[src/rtl/dbg_pkg.sv]
// dbg_pkg: shared FSM encoding and data/tag field constants for the debug log arbiter.
package dbg_pkg;
    localparam int DATA_W = 64;
    localparam int TAG_HI = 63;
    localparam int TAG_LO = 60;
    localparam int ID_W   = TAG_HI - TAG_LO + 1;
    typedef enum logic {ARB = 1'b0, XFER = 1'b1} state_t;
endpackage

[src/rtl/rr_pick.sv]
// rr_pick: round-robin winner search starting just above the last granted index.
module rr_pick
    import dbg_pkg::*;
#(
    parameter int N = 4
) (
    input  logic [N-1:0]    valid,
    input  logic [ID_W-1:0] last,
    output logic [ID_W-1:0] win,
    output logic            found
);
    localparam int IW = $clog2(N);
    logic [IW-1:0] cand;
    // Scan farthest to nearest so the nearest valid index after last overwrites earlier hits.
    always_comb begin
        win = '0;
        cand = '0;
        found = |valid;
        for (int k = N; k >= 1; k--) begin
            cand = IW'((int'(last) + k) % N);
            if (valid[cand]) win = ID_W'(cand);
        end
    end
endmodule

[src/rtl/dbg_log_arbiter.sv]
// dbg_log_arbiter: round-robin merge of N_REQ debug log streams into the UART bridge FIFO,
// granting bursts of up to BURST words and optionally tagging each word with its source ID.
module dbg_log_arbiter
    import dbg_pkg::*;
#(
    parameter int N_REQ  = 4,
    parameter int BURST  = 8,
    parameter int TAG_EN = 1
) (
    input  logic                    clk,
    input  logic                    rst,
    input  logic [N_REQ-1:0]        req_valid,
    input  logic [DATA_W*N_REQ-1:0] req_data,
    output logic [N_REQ-1:0]        req_ready,
    input  logic                    fifo_full,
    output logic                    fifo_we,
    output logic [DATA_W-1:0]       fifo_data,
    output logic [ID_W-1:0]         gnt_id,
    output logic                    busy
);
    localparam int IW = $clog2(N_REQ);

    state_t          state_q, state_d;
    logic [ID_W-1:0] gnt_q, gnt_d, last_q, last_d, win;
    logic [7:0]      cnt_q, cnt_d;
    logic            found, gnt_valid, hs;
    logic [IW-1:0]   gi;
    logic [DATA_W-1:0] words [N_REQ];

    for (genvar i = 0; i < N_REQ; i++) begin : g_word
        assign words[i] = req_data[DATA_W*i +: DATA_W];
    end

    rr_pick #(.N(N_REQ)) u_pick (
        .valid(req_valid),
        .last (last_q),
        .win  (win),
        .found(found)
    );

    always_comb begin
        gi = gnt_q[IW-1:0];
        gnt_valid = req_valid[gi];
        hs = state_q == XFER && gnt_valid && !fifo_full;
        fifo_we = hs;
        req_ready = hs ? N_REQ'(1) << gnt_q : '0;
        fifo_data = TAG_EN != 0 ? {gnt_q, words[gi][TAG_LO-1:0]} : words[gi];
        gnt_id = gnt_q;
        busy = state_q == XFER;
        state_d = state_q;
        gnt_d = gnt_q;
        last_d = last_q;
        cnt_d = hs ? cnt_q + 8'd1 : cnt_q;
        if (state_q == ARB) begin
            if (found) begin
                state_d = XFER;
                gnt_d = win;
                cnt_d = '0;
            end
        end else if (!gnt_valid || (hs && cnt_q + 8'd1 == 8'(BURST))) begin
            // A dropped valid wins over a simultaneous stall release: give the slot back.
            state_d = ARB;
            last_d = gnt_q;
            gnt_d = '0;
        end
    end

    always_ff @(posedge clk or negedge rst) begin
        if (!rst) begin
            state_q <= ARB;
            gnt_q <= '0;
            last_q <= ID_W'(N_REQ - 1);
            cnt_q <= '0;
        end else begin
            state_q <= state_d;
            gnt_q <= gnt_d;
            last_q <= last_d;
            cnt_q <= cnt_d;
        end
    end
endmodule

[config.mk]
export PLATFORM = sky130hd
export DESIGN_NAME = dbg_log_arbiter
export DESIGN_NICKNAME = d
export VERILOG_FILES = /design/src/rtl/dbg_pkg.sv /design/src/rtl/rr_pick.sv /design/src/rtl/dbg_log_arbiter.sv
export SDC_FILE = /design/constraint.sdc
export NUM_CORES = 1
export LEC_CHECK = 0
export ABC_CLOCK_PERIOD_IN_PS = 4650
export CAP_MARGIN = 40
export CORE_AREA = 2 2 133 135
export CTS_CLUSTER_DIAMETER = 60
export DETAILED_ROUTE_END_ITERATION = 12
export DIE_AREA = 0 0 135 137
export HOLD_SLACK_MARGIN = 0.08
export PLACE_DENSITY_LB_ADDON = 0.15
export SETUP_SLACK_MARGIN = 0.3
export SYNTH_ARGS = -nofsm -noshare
export SYNTH_HDL_FRONTEND = slang
export SYNTH_SLANG_ARGS = --single-unit
export TNS_END_PERCENT = 20
[constraint.sdc]
create_clock -name clk -period 4.65 [get_ports clk]
set_clock_uncertainty 0.1 [all_clocks]
set_input_delay 0.465 -clock clk [delete_from_list [all_inputs] [get_ports clk]]
set_output_delay 0.465 -clock clk [all_outputs]
set_load 0.01 [all_outputs]
After elaboration in Yosys (flattened, before gate mapping)

Index checks and enable logic that the tools add are counted.

Add/subtract/negate cells: 5
Multipliers: 0
Div/mod/pow operators: 0
$lt $le $gt $ge: 6
Eq/ne operators: 2
Shifts and indexed selects: 1
Mux-type cells: 27
Bitwise gates (word level): 1
Reduce and logical (&&, ||, !) cells: 10

Operators with widths:

| cell                                                                         | number |
|---|---|
| 64-bit binary-select mux with 2-bit select                                   | 1 |
| 60-bit two-way mux                                                           | 2 |
| 8-bit two-way mux                                                            | 3 |
| 4-bit two-way mux                                                            | 4 |
| 2-bit by 3-bit less-than comparator with 1-bit output, second input constant | 5 |
| 1-bit binary-select mux with 2-bit select                                    | 5 |
| 8-bit by 1-bit adder with 8-bit output, second input constant                | 1 |
| 8-bit by 4-bit equality test with 1-bit output, second input constant        | 1 |
| 1-bit two-way mux                                                            | 8 |
| 2-bit two-way mux                                                            | 4 |
| 2-bit by 1-bit adder with 2-bit output, second input constant                | 2 |
| 2-bit adder, second input constant                                           | 2 |
| 2-bit AND reduction                                                          | 2 |
| 4-bit OR reduction                                                           | 1 |
| 1-bit by 4-bit left shift with 4-bit output, first input constant            | 1 |
| 3-bit greater-or-equal comparator, second input constant                     | 1 |
| 1-bit logical AND                                                            | 3 |
| 2-bit NOT with 3-bit output                                                  | 1 |
| 1-bit logical NOT                                                            | 2 |
| 2-bit by 1-bit inequality test with 1-bit output, second input constant      | 1 |
| 2-bit nonzero test                                                           | 1 |
| 1-bit logical OR                                                             | 1 |

Flip-flop bits (word level): 15
Latch bits: 0
Memory bits (writable): 0
Memory bits (read-only): 0
Input port bits: 263
Output and inout port bits: 74
Memories kept: 0

Logic depth before layout (Yosys ltp)

Gate-level depths: netlist of the first run.

Depth in word-level cells: 9
Depth in mapped cells: 6

By module

From an unflattened synthesis of the first run, not the netlist that was laid out.

Cells, all modules: 194
Area total of the unflattened synthesis: 2541.2 um^2

Modules (own cells, without submodules):

| module          | instances | cells an instance | area each (um^2) | seq. area each (um^2) |
|---|---|---|---|---|
| dbg_log_arbiter | 1         | 177               | 2431.1           | 427.9 |
| rr_pick         | 1         | 17                | 110.1            | 0.0 |

Least setup slack after synthesis of the first run

OpenSTA, ideal clock, no wires.

Path kind: register to output
Start: reg gnt_q[0] (netlist: gnt_id[0])
End: out fifo_data[16]
Arrival: 1.655 ns
Slack: 2.430 ns
Cell stages (with the launch flop): 5
Buffers on the path: 3
Path through: dfrtp_1 > buf_4 > buf_2 > buf_2 > mux4_2

Longest elaborated chain between the ends: 4

RTL lines:

| element                                                | RTL line              | text |
|---|---|---|
| start, declared                                        | dbg_log_arbiter.sv:24 | `logic [ID_W-1:0] gnt_q, gnt_d, last_q, last_d, win;` |
| start signal, assigned                                 | dbg_log_arbiter.sv:76 | `gnt_q <= gnt_d;` |
| 2-bit NOT with 3-bit output                            | --                    |  |
| 64-bit binary-select mux with 2-bit select             | --                    |  |
| 60-bit two-way mux (not written as such) (2 in series) | dbg_log_arbiter.sv:47 | `fifo_data = TAG_EN != 0 ? {gnt_q, words[gi][TAG_LO-1:0]} : words[gi];` |
| end, declared                                          | dbg_log_arbiter.sv:17 | `output logic [DATA_W-1:0] fifo_data,` |

No other way between the ends. The select of a mux whose other input is x is not followed.

Worst setup path after layout of the first run

Start: reg gnt_q[0] (netlist: gnt_id[0])
End: out fifo_data[1]

Same word-level chain as after synthesis.

==> flow_summary.ini, run 1 <==
[synth]
synth_top_area_share = 0.607
ys.warnings.count = 0
synth_top_flop_cell = dfrtp_1
ys_seq_area_frac = 0.145
synth_top_family_by_area = multiplexers
avgSynthCellArea_um2 = 13.5
yosysMostFrequentCell = mux4_2
synth_edf_count = 0
synth_area_leaders = mux4_2 (61%), dfrtp_1 (12%), buf_4 (2.3%)
synth_adder_area_share = 0.00553
synth-seq-cells = 13
yosys.area.top_type = mux4_2
synthCells = 167
yosys.area_share.simple = 0.0951
synth_commonest_cells = mux4_2 (61), dfrtp_1 (11), nor2_1 (10)
synth_mux_area_frac = 0.627
synth_cell_types = 38
synthesis.area_um2 = 2260
synth_xor_area_frac = 0.0194
synth-compound-area-share = 0.0520
synthArstFlopShare = 1.00

[clock_network]
clk_pin_slew_ps = 40
cts_root_buffer = clkbuf_16
ctsResizeCount = 0
cts_buffer_depth = 2
clk_latency_ps = 240
htree_levels = 1
postCtsSetupBuffers = 0
cts_sinks = 13
cts_tree = yes
postCtsHoldBufs = 0
cts_buffers = 3

[critical_path]
path_buf_inv = 3
crit_family = buffers and inverters
crit_path_cell_trace = buf_12 -> buf_4 -> mux4_2 -> clkdlybuf4s50_1
cp_slowest_cell = dfrtp_4
critPathMaxStageDelay_ps = 700
critPathKind = flop to output pin
cp-start-kind = flop
crit_path_end_kind = output pin
worstPathArrival_ps = 2810
critPathRequiredTime_ps = 4090
path_max_fanout = 26

[sta]
setup-tns-final_ps = 0
slew_viol_final = 0
period_minus_slack_ps = 3380
maxSlewHeadroom = 0.542
setup_violations = 0
max_freq_ghz = 0.296
tightestPinTransition_ps = 687
hold_viol = 0
rsz0062_at_grt = no
fin_crit_sh = 0.727

[power_and_ir_drop]
p_sw_mw = 0.851
seq_power_share = 0.116
vdd_drop_max_v = 0.000178
p_sw_frac = 0.368
combPwrFrac = 0.814
p_per_area_nw_per_um2 = 402
internal_power_mw = 1.46
total_power_mw = 2.31
leakagePower_nw = 2.02
pwr-share-clk = 0.070

[floorplanning]
die_w_um = 135
num_rows = 48
dieHeight_um = 137
core_um2 = 17100
io_pins = 337
initial_core_util = 0.133
die-area_um2 = 18500

[route]
drc_errors = 0
wire_per_inst_um = 21.4
wl_mm = 14.9
vias_per_cell = 4.18
drtAntennaViolNets = 0
drt_first_pass_iters = 4
vias = 2915
drt-initial-drc-count = 72

[run_status]
status = finished, final reports clean

[flow_run]
drv_cap = 0

[global_routing]
gr-usage-all-layers = 0.149
grt_pass1_vias = 3062
grt_pass1_wl_mm = 20.3
antenna_found_initial = 3
grt_max_degree = 46
grt-ovfl-total = 0

[finish]
synthToLayoutAreaGrowth_pct = 154
drive_above_1_share = 0.163
fin_nets = 736

[placed_design]
port_buffers = 316
gp_congestion = 0.771
dpl.hpwl_mm = 13.0

[hold_path]
hold_class = flop to flop
-- worst register-to-register path: cells and delay by family, from the launching register on --
family,cells,cell delay [ps]
compound gates,1,160
simple gates,1,140
mux,2,1020
flops,1,700
-- state kept, by name, summed over array words and instances, names as in the netlist --
| signal | flops |
|---|---|
| busy | 1 |
| gnt_id | 2 |
| last_q | 2 |
| cnt_q | 8 |
-- metrics by stage --
stage	std cells	area, um2	util	hold slack [ps]	worst slack (ps)
2_1_floorplan	170	2270	-	69.4	2430
3_3_place_gp	690	5620	0.329	411	1300
3_5_place_dp	692	5660	0.332	419	1390
4_1_cts	696	5740	0.337	425	1140
5_1_grt	696	5740	0.337	460	1050
6_report	697	5750	0.337	431	1270
-- cells in the final DEF, fill, tap and decap left out, drive strengths merged, types with 2 or more instances in the layout --
cell           instances
a21oi                  5
and2                   2
and3                   3
buf                    3
clkbuf                 4
clkdlybuf4s50        316
conb                   4
dfrtp                 11
dfstp                  2
inv                    2
mux2                   3
mux4                  61
nand2                  9
nand2b                 4
nand3                  4
nand4                  3
nor2                  10
nor3                   2
o2bb2ai                2
o311ai                 2
xor2                   4
-- power by group through the flow --
stage	Clock (mW)	Combinational (mW)	Sequential (mW)
floorplan	0	1.01	0.174
global placement	0	1.75	0.391
detailed placement	0	1.90	0.278
CTS	0.165	1.91	0.276
global route	0.170	2.00	0.283
finish	0.162	1.88	0.268
-- cell families after synthesis --
family	count (synthesis)
buffers and inverters	24
other	1
AOI/OAI and AO/OA	16
muxes	65
xor gates and xnor gates	5
and+or+nand+nor	42
DFF	13
adders and majority gates	1
-- cell type report --
class	instances	area [um2]
Fill cell	1730	11300
Tap cell	225	282
Sequential cell	13	335
Antenna cell	1	2.50
Timing Repair Buffer	319	3220
Clock buffer	4	78.8
Multi-Input combinational cell	133	1820
Inverter	2	7.51
-- path summary, 6_finish.rpt --
path	end	slack, ps	startpoint	cells past startpoint
setup / recovery	fifo_data[1]	1270	gnt_id[0]	4
hold / removal	cnt_q[4]	430	cnt_q[4]	1
setup reg to reg	last_q[0]	2460	gnt_id[0]	4
hold reg to reg	cnt_q[4]	430	cnt_q[4]	1
max in group asynchronous	gnt_id[0]	3440	rst	1
min in group asynchronous	cnt_q[2]	530	rst	1
-- metal layers --
layer  GRT usage  up-vias  wire length [um]
met5           0        -                13
met4      0.0237        2               181
met3      0.0389       13              1210
met2       0.285      137              8200
met1       0.168     1443              5330
li1            -     1320                 -
Note: power is estimated with default switching activity, not from simulation.
==> inputs of run 2 (changes only) <==
- ABC_CLOCK_PERIOD_IN_PS: 4650 -> 3400
- CORE_AREA: 2 2 133 135 -> 2 2 130 132
- DIE_AREA: 0 0 135 137 -> 0 0 132 134
- clock period: 4.65 -> 3.4 ns (I/O delays scaled with it)
==> run 2 against run 1 <==
  * Combinational power rose by 41%
  * Hold slack got worse by 48 ps
  * Critical path depth rose by 2
  * Non-clock buffer count rose by 1
  * Routed wire length fell by 4.2%
  * Global-route usage rose by 0.46 points
  * First-iteration DRC count rose by 5.6%
  * Count of clock-buffer cells in the layout did not move
  * Clock power rose by 36%
  * Register-to-register slack got worse by 890 ps
  * Cell area fell by 0.37%
  * Sequential share of layout area barely moved
==> flow_summary.ini, run 2 (synthesized netlist as in run 1, its figures left out) <==
[sta]
max_freq_ghz = 0.343
period_minus_slack_ps = 2920
setup-tns-final_ps = 0
fin_crit_sh = 0.858
slew_viol_final = 0
setup_violations = 0
maxSlewHeadroom = 0.563
tightestPinTransition_ps = 655
rsz0062_at_grt = no
hold_viol = 0

[floorplanning]
die-area_um2 = 17700
io_pins = 337
core_um2 = 16300
die_w_um = 132
num_rows = 47
initial_core_util = 0.139
dieHeight_um = 134

[finish]
largest_register = cnt_q
design_area_um2 = 5720
layout_commonest_cell = clkdlybuf4s50_1
multi_input_comb_area_um2 = 1820
fin_cells = 693
fin_nets = 737
register_area_um2 = 333
drive_above_1_share = 0.165
synthToLayoutAreaGrowth_pct = 153
final_cell_mix = clkdlybuf4s50_1 (316), mux4_2 (61), nor2_1 (10)
fillers = 1648
largest_reg_flops = 8

[global_routing]
grt_pass1_wl_mm = 20.5
grt_max_degree = 69
antenna_found_initial = 2
grt_pass1_vias = 3099
grt-ovfl-total = 0
gr-usage-all-layers = 0.153

[power_and_ir_drop]
vdd_drop_max_v = 0.000474
p_per_area_nw_per_um2 = 547
leakagePower_nw = 2.02
total_power_mw = 3.13

[run_status]
status = finished, final reports clean

[route]
drc_errors = 0
drt-initial-drc-count = 76
vias_per_cell = 4.21
wire_per_inst_um = 20.6
wl_met3_um = 905
wl_met1_mm = 5.41
vias = 2915
wl_mm = 14.3
drtAntennaViolNets = 0
dr.max_layer_used = met5
drt_first_pass_iters = 4
met2_length_mm = 7.87

[hold_path]
hold_class = primary input to async pin

[critical_path]
worstPathArrival_ps = 2480
reg2reg_to = last_q[0]
regToRegSetupSlack_ps = 1570
path_max_fanout = 7
crit_path_frequent_cell = clkdlybuf4s50_1
path_buf_inv = 3
reg2reg_from = gnt_id[0]
cp-start-kind = primary input
critPathRequiredTime_ps = 2960
crit_family = buffers and inverters
critPathKind = primary input to output pin
cp_slowest_cell = mux4_2
crit_path_end_kind = output pin
critPathMaxStageDelay_ps = 630
crit_path_cell_trace = clkdlybuf4s50_1 -> mux4_2 -> nand2_2 -> inv_1 -> and3_1 -> clkdlybuf4s50_1
reg2regPathDepth = 4

[placed_design]
dp_cells = 688
placed_area_um2 = 5640
dpl.hpwl_mm = 12.4
gp_congestion = 0.843
port_buffers = 316

[clock_network]
postCtsSetupBuffers = 0
cts_root_buffer = clkbuf_16
clk_latency_ps = 240
cts_tree = yes
postCtsHoldBufs = 0
cts_sinks = 13
cts_buffers = 3
htree_levels = 1
clk_pin_slew_ps = 40
ctsResizeCount = 0
cts_buffer_depth = 2

[flow_run]
drv_cap = 0
run 2: changes by cell type in the layout (fill, tap and decap cells not counted):
| cell | delta |
|---|---|
| dfrtp_4 | -1 |
| buf_4 | +2 |
| buf_16 | -1 |
| dfrtp_2 | +1 |
run 2: final cells by class:
cell class | instances | share of cell area
repair buffers | 320 | 0.560
multi-input cells | 133 | 0.318
inverters | 2 | 0.00131
flip-flops and latches | 13 | 0.0581
diodes | 1 | 0.000437
well taps | 220 | 0.0481
clock buffers | 4 | 0.0138
run 2: power breakdown:
group          switching, mW  internal, mW  total [mW]  leakage [nW]
combinational           1.04          1.62        2.66          1.82
sequential            0.0467         0.205       0.251         0.166
clock                 0.0622         0.158       0.220        0.0382
run 2: how the worst max path moves through the flow:
stage                  from       endpoint  slack, ps  cells after the start
2_1_floorplan     gnt_id[0]  fifo_data[16]       1310                      4
6_report       req_valid[3]   req_ready[3]        480                      6
4_1_cts        req_valid[1]   req_ready[3]        480                      6
5_1_grt        req_valid[1]   req_ready[2]        340                      7
3_5_place_dp   req_valid[1]   req_ready[3]        490                      6
3_3_place_gp   req_valid[3]   req_ready[3]        530                      6
run 2: stage by stage:
| stage | hold WS (ps) | util | setup slack [ps] |
|---|---|---|---|
| final | 382 | 0.351 | 484 |
| after global routing | 434 | 0.351 | 344 |
| after CTS | 400 | 0.351 | 478 |
| after detailed placement | 421 | 0.346 | 486 |
| after global placement | 408 | 0.346 | 527 |
| after floorplan | -55.6 | - | 1310 |
run 2: worst reg2reg max path, stage by stage (launching register included):
cell     delay [ps]
dfrtp_4         420
mux4_2          610
nor2_1          140
a41o_2          160
mux2_2          340
run 2: layer usage:
layer,global-route usage,up-vias
met3,0.0397,10
met5,0,-
met2,0.291,126
met4,0.0217,2
li1,-,1324
met1,0.177,1453
